### config.mk
export PLATFORM = sky130hd
export DESIGN_NAME = uart_tx_arbiter_flat
export DESIGN_NICKNAME = d
export VERILOG_FILES = /design/src/rtl/uart_tx_arbiter_pkg.sv /design/src/rtl/uart_tx_arbiter_if.sv /design/src/rtl/uart_rr_arbiter.sv /design/src/rtl/uart_tx_arbiter.sv /design/src/flat_wrapper.sv
export SDC_FILE = /design/constraint.sdc
export NUM_CORES = 1
export LEC_CHECK = 0
export ABC_AREA = 1
export BUFFER_PORTS_ARGS = -buffer_cell sky130_fd_sc_hd__clkbuf_2
export CAP_MARGIN = 10
export CORE_ASPECT_RATIO = 0.75
export CORE_MARGIN = 3
export CORE_UTILIZATION = 52
export DETAILED_ROUTE_END_ITERATION = 10
export PLACE_DENSITY = 0.82
export SYNTH_ARGS = -nofsm -noshare
export SYNTH_HDL_FRONTEND = slang
export SYNTH_SLANG_ARGS = --single-unit
### constraint.sdc
create_clock -name i_clk -period 1.82 [get_ports i_clk]
set_clock_uncertainty 0.2 [all_clocks]
set_input_delay 0.273 -clock i_clk [delete_from_list [all_inputs] [get_ports i_clk]]
set_output_delay 0.273 -clock i_clk [all_outputs]
set_load 0.005 [all_outputs]
### src/rtl/uart_tx_arbiter_pkg.sv
// Shared types and constants for the UART transmit arbiter.
// Imported by the arbiter top and its sub-modules.
package uart_tx_arbiter_pkg;

  typedef enum logic [1:0] {
    S_IDLE = 2'd0,
    S_HEAD = 2'd1,
    S_DATA = 2'd2
  } state_e;

  localparam logic [3:0] HDR_NIBBLE = 4'hA;

  // Watchdog counter must hold 0..timeout-1.
  function automatic int wd_width(input int timeout);
    return (timeout > 2) ? $clog2(timeout) : 1;
  endfunction

  function automatic logic [7:0] hdr_byte(
    input logic [2:0] id
  );
    return {HDR_NIBBLE, 1'b0, id};
  endfunction

endpackage

### src/rtl/uart_tx_arbiter_if.sv
// Requester-side and uart_drive-side handshakes of the arbiter.
// master = arbiter, slave = requesters plus uart_drive.
interface uart_tx_arbiter_if #(
  parameter int P_REQ_NUM = 4
);

  logic [8*P_REQ_NUM-1:0] i_req_data;
  logic [P_REQ_NUM-1:0]   i_req_valid;
  logic [P_REQ_NUM-1:0]   i_req_last;
  logic [P_REQ_NUM-1:0]   o_req_ready;
  logic [7:0]             o_tx_data;
  logic                   o_tx_valid;
  logic                   i_tx_ready;

  modport master (
    input  i_req_data,
    input  i_req_valid,
    input  i_req_last,
    output o_req_ready,
    output o_tx_data,
    output o_tx_valid,
    input  i_tx_ready
  );

  modport slave (
    output i_req_data,
    output i_req_valid,
    output i_req_last,
    input  o_req_ready,
    input  o_tx_data,
    input  o_tx_valid,
    output i_tx_ready
  );

endinterface

### src/rtl/uart_rr_arbiter.sv
// Round-robin winner select over a request vector.
// Pointer moves to owner+1 when adv_i pulses.
module uart_rr_arbiter #(
  parameter int N  = 4,
  parameter int IW = $clog2(N)
) (
  input  logic          clk_i,
  input  logic          rst_ni,
  input  logic [N-1:0]  req_i,
  input  logic          adv_i,
  input  logic [IW-1:0] owner_i,
  output logic          any_o,
  output logic [IW-1:0] win_idx_o
);

  logic [IW-1:0] ptr_q, ptr_d;
  logic [IW:0]   cand;

  // Scan downward so the slot nearest the pointer wins last.
  always_comb begin
    any_o     = 1'b0;
    win_idx_o = '0;
    cand      = '0;
    for (int k = N - 1; k >= 0; k--) begin
      cand = {1'b0, ptr_q} + (IW+1)'(k);
      if (cand >= (IW+1)'(N)) begin
        cand = cand - (IW+1)'(N);
      end
      if (req_i[cand[IW-1:0]]) begin
        any_o     = 1'b1;
        win_idx_o = cand[IW-1:0];
      end
    end
  end

  always_comb begin
    ptr_d = ptr_q;
    if (adv_i) begin
      if (owner_i == IW'(N - 1)) begin
        ptr_d = '0;
      end else begin
        ptr_d = owner_i + IW'(1);
      end
    end
  end

  always_ff @(posedge clk_i or negedge rst_ni) begin
    if (!rst_ni) begin
      ptr_q <= '0;
    end else begin
      ptr_q <= ptr_d;
    end
  end

endmodule

### src/rtl/uart_tx_arbiter.sv
// Packet-level round-robin share of one uart_drive TX channel,
// with optional channel header and a stall watchdog.
module uart_tx_arbiter
  import uart_tx_arbiter_pkg::*;
#(
  parameter int P_REQ_NUM    = 4,
  parameter int P_ADD_HEADER = 1,
  parameter int P_TIMEOUT    = 1024
) (
  input  logic                 i_clk,
  input  logic                 i_rst_n,
  uart_tx_arbiter_if.master    bus,
  output logic [P_REQ_NUM-1:0] o_grant,
  output logic                 o_busy,
  output logic                 o_timeout
);

  localparam int IW = $clog2(P_REQ_NUM);
  localparam int WW = wd_width(P_TIMEOUT);

  state_e               state_q, state_d;
  logic [P_REQ_NUM-1:0] grant_q, grant_d;
  logic [IW-1:0]        owner_q, owner_d;
  logic [7:0]           tx_data_q, tx_data_d;
  logic                 tx_valid_q, tx_valid_d;
  logic [WW-1:0]        wd_q, wd_d;

  logic          win_any;
  logic [IW-1:0] win_idx;
  logic          adv;
  logic          free;
  logic          own_valid;
  logic          own_last;
  logic [7:0]    own_data;
  logic          accept;
  logic          hdr_load;
  logic          wd_hit;

  uart_rr_arbiter #(
    .N  (P_REQ_NUM),
    .IW (IW)
  ) u_rr (
    .clk_i     (i_clk),
    .rst_ni    (i_rst_n),
    .req_i     (bus.i_req_valid),
    .adv_i     (adv),
    .owner_i   (owner_q),
    .any_o     (win_any),
    .win_idx_o (win_idx)
  );

  assign free      = !tx_valid_q || bus.i_tx_ready;
  assign own_valid = bus.i_req_valid[owner_q];
  assign own_last  = bus.i_req_last[owner_q];
  assign own_data  = bus.i_req_data[{owner_q, 3'b000} +: 8];

  assign accept = (state_q == S_DATA) && own_valid && free;
  assign wd_hit = (state_q == S_DATA) && !own_valid
               && (wd_q == WW'(P_TIMEOUT - 1));

  always_comb begin
    state_d  = state_q;
    grant_d  = grant_q;
    owner_d  = owner_q;
    wd_d     = wd_q;
    adv      = 1'b0;
    hdr_load = 1'b0;
    unique case (state_q)
      S_IDLE: begin
        wd_d = '0;
        if (win_any) begin
          owner_d = win_idx;
          grant_d = P_REQ_NUM'(1) << win_idx;
          state_d = (P_ADD_HEADER != 0) ? S_HEAD : S_DATA;
        end
      end
      S_HEAD: begin
        if (free) begin
          hdr_load = 1'b1;
          state_d  = S_DATA;
        end
      end
      S_DATA: begin
        if (accept) begin
          wd_d = '0;
          if (own_last) begin
            adv     = 1'b1;
            grant_d = '0;
            state_d = S_IDLE;
          end
        end else if (wd_hit) begin
          adv     = 1'b1;
          grant_d = '0;
          wd_d    = '0;
          state_d = S_IDLE;
        end else if (!own_valid) begin
          wd_d = wd_q + WW'(1);
        end
      end
      default: begin
        grant_d = '0;
        state_d = S_IDLE;
      end
    endcase
  end

  // A stalled owner (valid, sink not ready) leaves the watchdog alone.
  always_comb begin
    tx_data_d  = tx_data_q;
    tx_valid_d = tx_valid_q;
    if (hdr_load) begin
      tx_data_d  = hdr_byte(3'(owner_q));
      tx_valid_d = 1'b1;
    end else if (accept) begin
      tx_data_d  = own_data;
      tx_valid_d = 1'b1;
    end else if (bus.i_tx_ready) begin
      tx_valid_d = 1'b0;
    end
  end

  always_ff @(posedge i_clk or negedge i_rst_n) begin
    if (!i_rst_n) begin
      state_q    <= S_IDLE;
      grant_q    <= '0;
      owner_q    <= '0;
      tx_data_q  <= '0;
      tx_valid_q <= 1'b0;
      wd_q       <= '0;
    end else begin
      state_q    <= state_d;
      grant_q    <= grant_d;
      owner_q    <= owner_d;
      tx_data_q  <= tx_data_d;
      tx_valid_q <= tx_valid_d;
      wd_q       <= wd_d;
    end
  end

  assign bus.o_req_ready = (state_q == S_DATA && free) ? grant_q : '0;
  assign bus.o_tx_data   = tx_data_q;
  assign bus.o_tx_valid  = tx_valid_q;

  assign o_grant   = grant_q;
  assign o_busy    = (state_q != S_IDLE) || tx_valid_q;
  assign o_timeout = wd_hit;

endmodule

### src/flat_wrapper.sv
// flat-port wrapper written by rule: the top's interface ports become plain ports
module uart_tx_arbiter_flat import uart_tx_arbiter_pkg::*;
#(
  parameter int P_REQ_NUM    = 4,
  parameter int P_ADD_HEADER = 1,
  parameter int P_TIMEOUT    = 1024
)
  (i_clk, i_rst_n, o_grant, o_busy, o_timeout, bus_i_req_data, bus_i_req_valid, bus_i_req_last, bus_o_req_ready, bus_o_tx_data, bus_o_tx_valid, bus_i_tx_ready);
  uart_tx_arbiter_if #(.P_REQ_NUM(P_REQ_NUM)) bus_i ();
  input  logic i_clk;
  input  logic i_rst_n;
  output logic [P_REQ_NUM-1:0] o_grant;
  output logic o_busy;
  output logic o_timeout;
  input wire logic [$bits(bus_i.i_req_data)-1:0] bus_i_req_data;
  input wire logic [$bits(bus_i.i_req_valid)-1:0] bus_i_req_valid;
  input wire logic [$bits(bus_i.i_req_last)-1:0] bus_i_req_last;
  output wire logic [$bits(bus_i.o_req_ready)-1:0] bus_o_req_ready;
  output wire logic [$bits(bus_i.o_tx_data)-1:0] bus_o_tx_data;
  output wire logic [$bits(bus_i.o_tx_valid)-1:0] bus_o_tx_valid;
  input wire logic [$bits(bus_i.i_tx_ready)-1:0] bus_i_tx_ready;
  assign bus_i.i_req_data = bus_i_req_data;
  assign bus_i.i_req_valid = bus_i_req_valid;
  assign bus_i.i_req_last = bus_i_req_last;
  assign bus_o_req_ready = bus_i.o_req_ready;
  assign bus_o_tx_data = bus_i.o_tx_data;
  assign bus_o_tx_valid = bus_i.o_tx_valid;
  assign bus_i.i_tx_ready = bus_i_tx_ready;
  uart_tx_arbiter #(.P_REQ_NUM(P_REQ_NUM), .P_ADD_HEADER(P_ADD_HEADER), .P_TIMEOUT(P_TIMEOUT)) u_core (.i_clk(i_clk), .i_rst_n(i_rst_n), .bus(bus_i), .o_grant(o_grant), .o_busy(o_busy), .o_timeout(o_timeout));
endmodule
==> results.toml <==
[floorplan]
die_x_um = 78.3
start_util_pct = 54.9
core-area_mm2 = 0.00371
fp.dieH_um = 60.2
num_rows = 19
dieArea_mm2 = 0.00471
io_pins = 62

[cells_and_area]
diodes = 0
utilization_pct = 71.0
area_growth_pct = 29.2
drive_gt1_share_pct = 33.5
stdcell_area_mm2 = 0.00263
filler_cell_count = 293
final_nets = 426
stdcell_count = 434

[synthesis]
synth_area_leaders = "dfrtp_1 36%, nand2_1 17%, nor2_1 7.2%, nand3_1 5.4%, inv_1 5.3%"
synthCells = 301
synth_cell_types = 33
netlist_area_mm2 = 0.00204
synth_top_area_share_pct = 35.6
synth_seq_cells = 29
synthesis.nets = 346
syn_avg_cell_area_um2 = 6.77
yosys_warnings = 0
yosysSeqAreaShare_pct = 35.6
synth_top_area_cell = "dfrtp_1"

[outcome]
violations = "negative setup slack"
status = "finished with violations"

[routing]
drt-pass1-iter-count = 4
wirelength_um = 5450
viasPerCell = 5.09
wire_per_inst_um = 12.6
ant_nets = 0
route.vias.total = 2207
drc_errors = 0
drtIter0Drc = 123

[timing]
worst_slew_pin_slew_ns = 0.380
period_share_pct = 112
drv_slew = 0
final.min_clock_period_ns = 2.04
rsz0062_at_grt = "true"
hold_viol = 0
worst_slack_ns = -0.219
fmax_mhz = 490
setup_violations = 1
max_slew_margin_pct = 74.5

[grt]
grt_pass1_vias = 1979
gr-total-overflow = 0
gr-usage-all-layers_pct = 24.0
grt_max_degree = 30
grt_pass1_wl_um = 8760
antenna_found_initial = 0

[setup_path]
crit_path_frequent_cell = "nor2_1"
cp.required_ns = 1.35
cp_cell_sequence = "ha_2 > nand2_2 > nor2_1 > nand3_1 > nor2_1 > inv_1 > nor4_2 > buf_2"
critPathSlowestCell = "dfrtp_1"
end_kind = "output pin"
criticalPathCategory = "reg2out"
worst-path-buf-inv = 2
crit_fanout = 3
startpoint = "u_core.wd_q[0]"
cp_data_arrival_time_ns = 1.57
crit_path_start_kind = "register"
cp_top_family = "simple AND/OR/NAND/NOR gates"
crit-reg2reg-launch = "u_core.u_rr.ptr_q[0]"
critPathMaxStageDelay_ns = 0.34

[power_and_ir_drop]
ir_drop_uv = 1010
p_leak_nw = 1.45
cellPowerDensity_mw_per_mm2 = 1550
finalPower_mw = 4.09

[cts]
cts_tree = "done"
clkSlewWorstSetupHoldPaths_ns = 0.06
cts_num_sinks = 29
insertion_delay_ns = 0.29
clockRootBuffer = "clkbuf_8"
cts.htree.levels = 2
cts_made_buffers = 5
clockBufferDepth = 2

[placed_design]
dp_hpwl_um = 3940
placed_area_mm2 = 0.00244
port_buffers = 61
dpl.cell_count = 419
dpl_worst_slack_ns = 0.0383
finalWeightedCongestion = 0.881

[flow_run]
maxCapViolCount = 0

[min_path]
hp-start = "bus_i_tx_ready"
hold_class = "in2reg"
==> what timing repair did <==
item | 4_1_cts | 5_1_grt
hold buffers | 1 | 0
resized for setup | 3 | 13
hold endpoints to repair | 29 | 0
endpoints found under the setup margin | 5 | 27
setup buffers | 1 | 5
pin swaps | 1 | 0
==> Yosys cell counts <==
cell and number:
inv_2 10, inv_4 1, o22ai_1 4, a22o_1 4
nor2_2 2, nor4_1 1, dfrtp_1 29, o21ai_0 14
nand4_1 4, a31oi_1 2, inv_1 29, nand3_4 2
a32o_1 2, buf_2 3, nand3b_1 1, o21ai_1 6
o32ai_1 1, a21oi_1 9, ha_1 2, nand3_2 3
xor2_1 2, nor3_1 2, nand3_1 22, nand2_4 1
nand2_2 6, nor2_1 39, buf_4 2, or2_2 3
nand2_1 90, o2111ai_1 1, a31o_2 1, buf_6 2
nor2_4 1
==> worst reg2reg max path: stages (launching register included) <==
cell      delay (ns)
dfrtp_2         0.42
clkbuf_2        0.15
nand2_1         0.06
nand2_1         0.07
nand2_1         0.11
nand2_1         0.09
nor2_2          0.14
nand2_1         0.07
nand2_2         0.13
inv_1           0.06
nand3_1         0.09
nand2_1         0.05
==> flip-flops by register name, summed over array words and instances, names as in the netlist <==
| name | flops |
|---|---|
| u_core.state_q | 2 |
| u_core.wd_q | 10 |
| u_core.o_grant | 4 |
| u_core.u_rr.ptr_q | 2 |
| u_core.bus.o_tx_valid | 1 |
| u_core.owner_q | 2 |
| u_core.bus.o_tx_data | 8 |
==> where the power goes <==
group | total, mW | internal (mW) | switching, mW
Clock | 0.513 | 0.264 | 0.249
Combinational | 2.58 | 0.978 | 1.60
Sequential | 0.996 | 0.841 | 0.156
Total | 4.09 | 2.08 | 2.01
==> cell families (layout without fill, tap and decap cells) <==
family / after synthesis / after routing / share of synthesized area, %
AND/OR/NAND/NOR: 177 / 177 / 39.3
XOR/XNOR: 2 / 2 / 0.860
AO/OA/AOI/OAI: 44 / 44 / 13.0
flip-flops: 29 / 29 / 35.6
adder cells (fa/ha/maj): 2 / 2 / 1.23
buffers and inverters: 47 / 128 / 10.1
==> routing by layer <==
metal | routed length (um) | GRT usage, % | vias to the layer above
li1 | - | - | 1132
met1 | 2460 | 30.2 | 969
met2 | 2330 | 39.0 | 99
met3 | 579 | 7.08 | 7
met4 | 82 | 9.98 | 0
met5 | 0 | 0 | -
==> cells in the final DEF (no fill, tap or decap), types with 9 or more instances in the layout <==
cell      Yosys  layout
nand2_2       6       9
nor2_1       39      37
nand2_1      90      87
clkbuf_2      0      61
buf_4         2      16
dfrtp_1      29      27
nand3_1      22      21
o21ai_0      14      13
a21oi_1       9       9
inv_1        29      28
inv_2        10      10
==> per-stage QoR <==
stage	hold slack, ns	setup TNS, ns
after floorplan	-0.223	0
after global placement	0.104	0
after detailed placement	0.105	0
after CTS	0.0435	-0.209
after global routing	0.0790	-0.777
final	0.0811	-0.219
==> area by class of cell <==
class | count | area [um^2] | share of cell area [%]
Multi-Input combinational cell | 225 | 1140 | 43.3
Sequential cell | 29 | 728 | 27.7
Timing Repair Buffer | 80 | 460 | 17.5
Inverter | 40 | 155 | 5.89
Clock buffer | 6 | 72.6 | 2.76
Tap cell | 52 | 65.1 | 2.47
Clock inverter | 2 | 10.0 | 0.380
==> path summary, 6_finish.rpt <==
kind	endpoint	slack (ns)	cells past startpoint
max reg2reg	u_core.o_grant[0]	0.06	11
min in group asynchronous	u_core.bus.o_tx_data[0]	0.32	3
max	o_timeout	-0.22	8
min	u_core.state_q[0]	0.08	4
min reg2reg	u_core.bus.o_tx_data[1]	0.30	2
max in group asynchronous	u_core.owner_q[0]	0.79	3
Power figures use the tool's default switching activity.
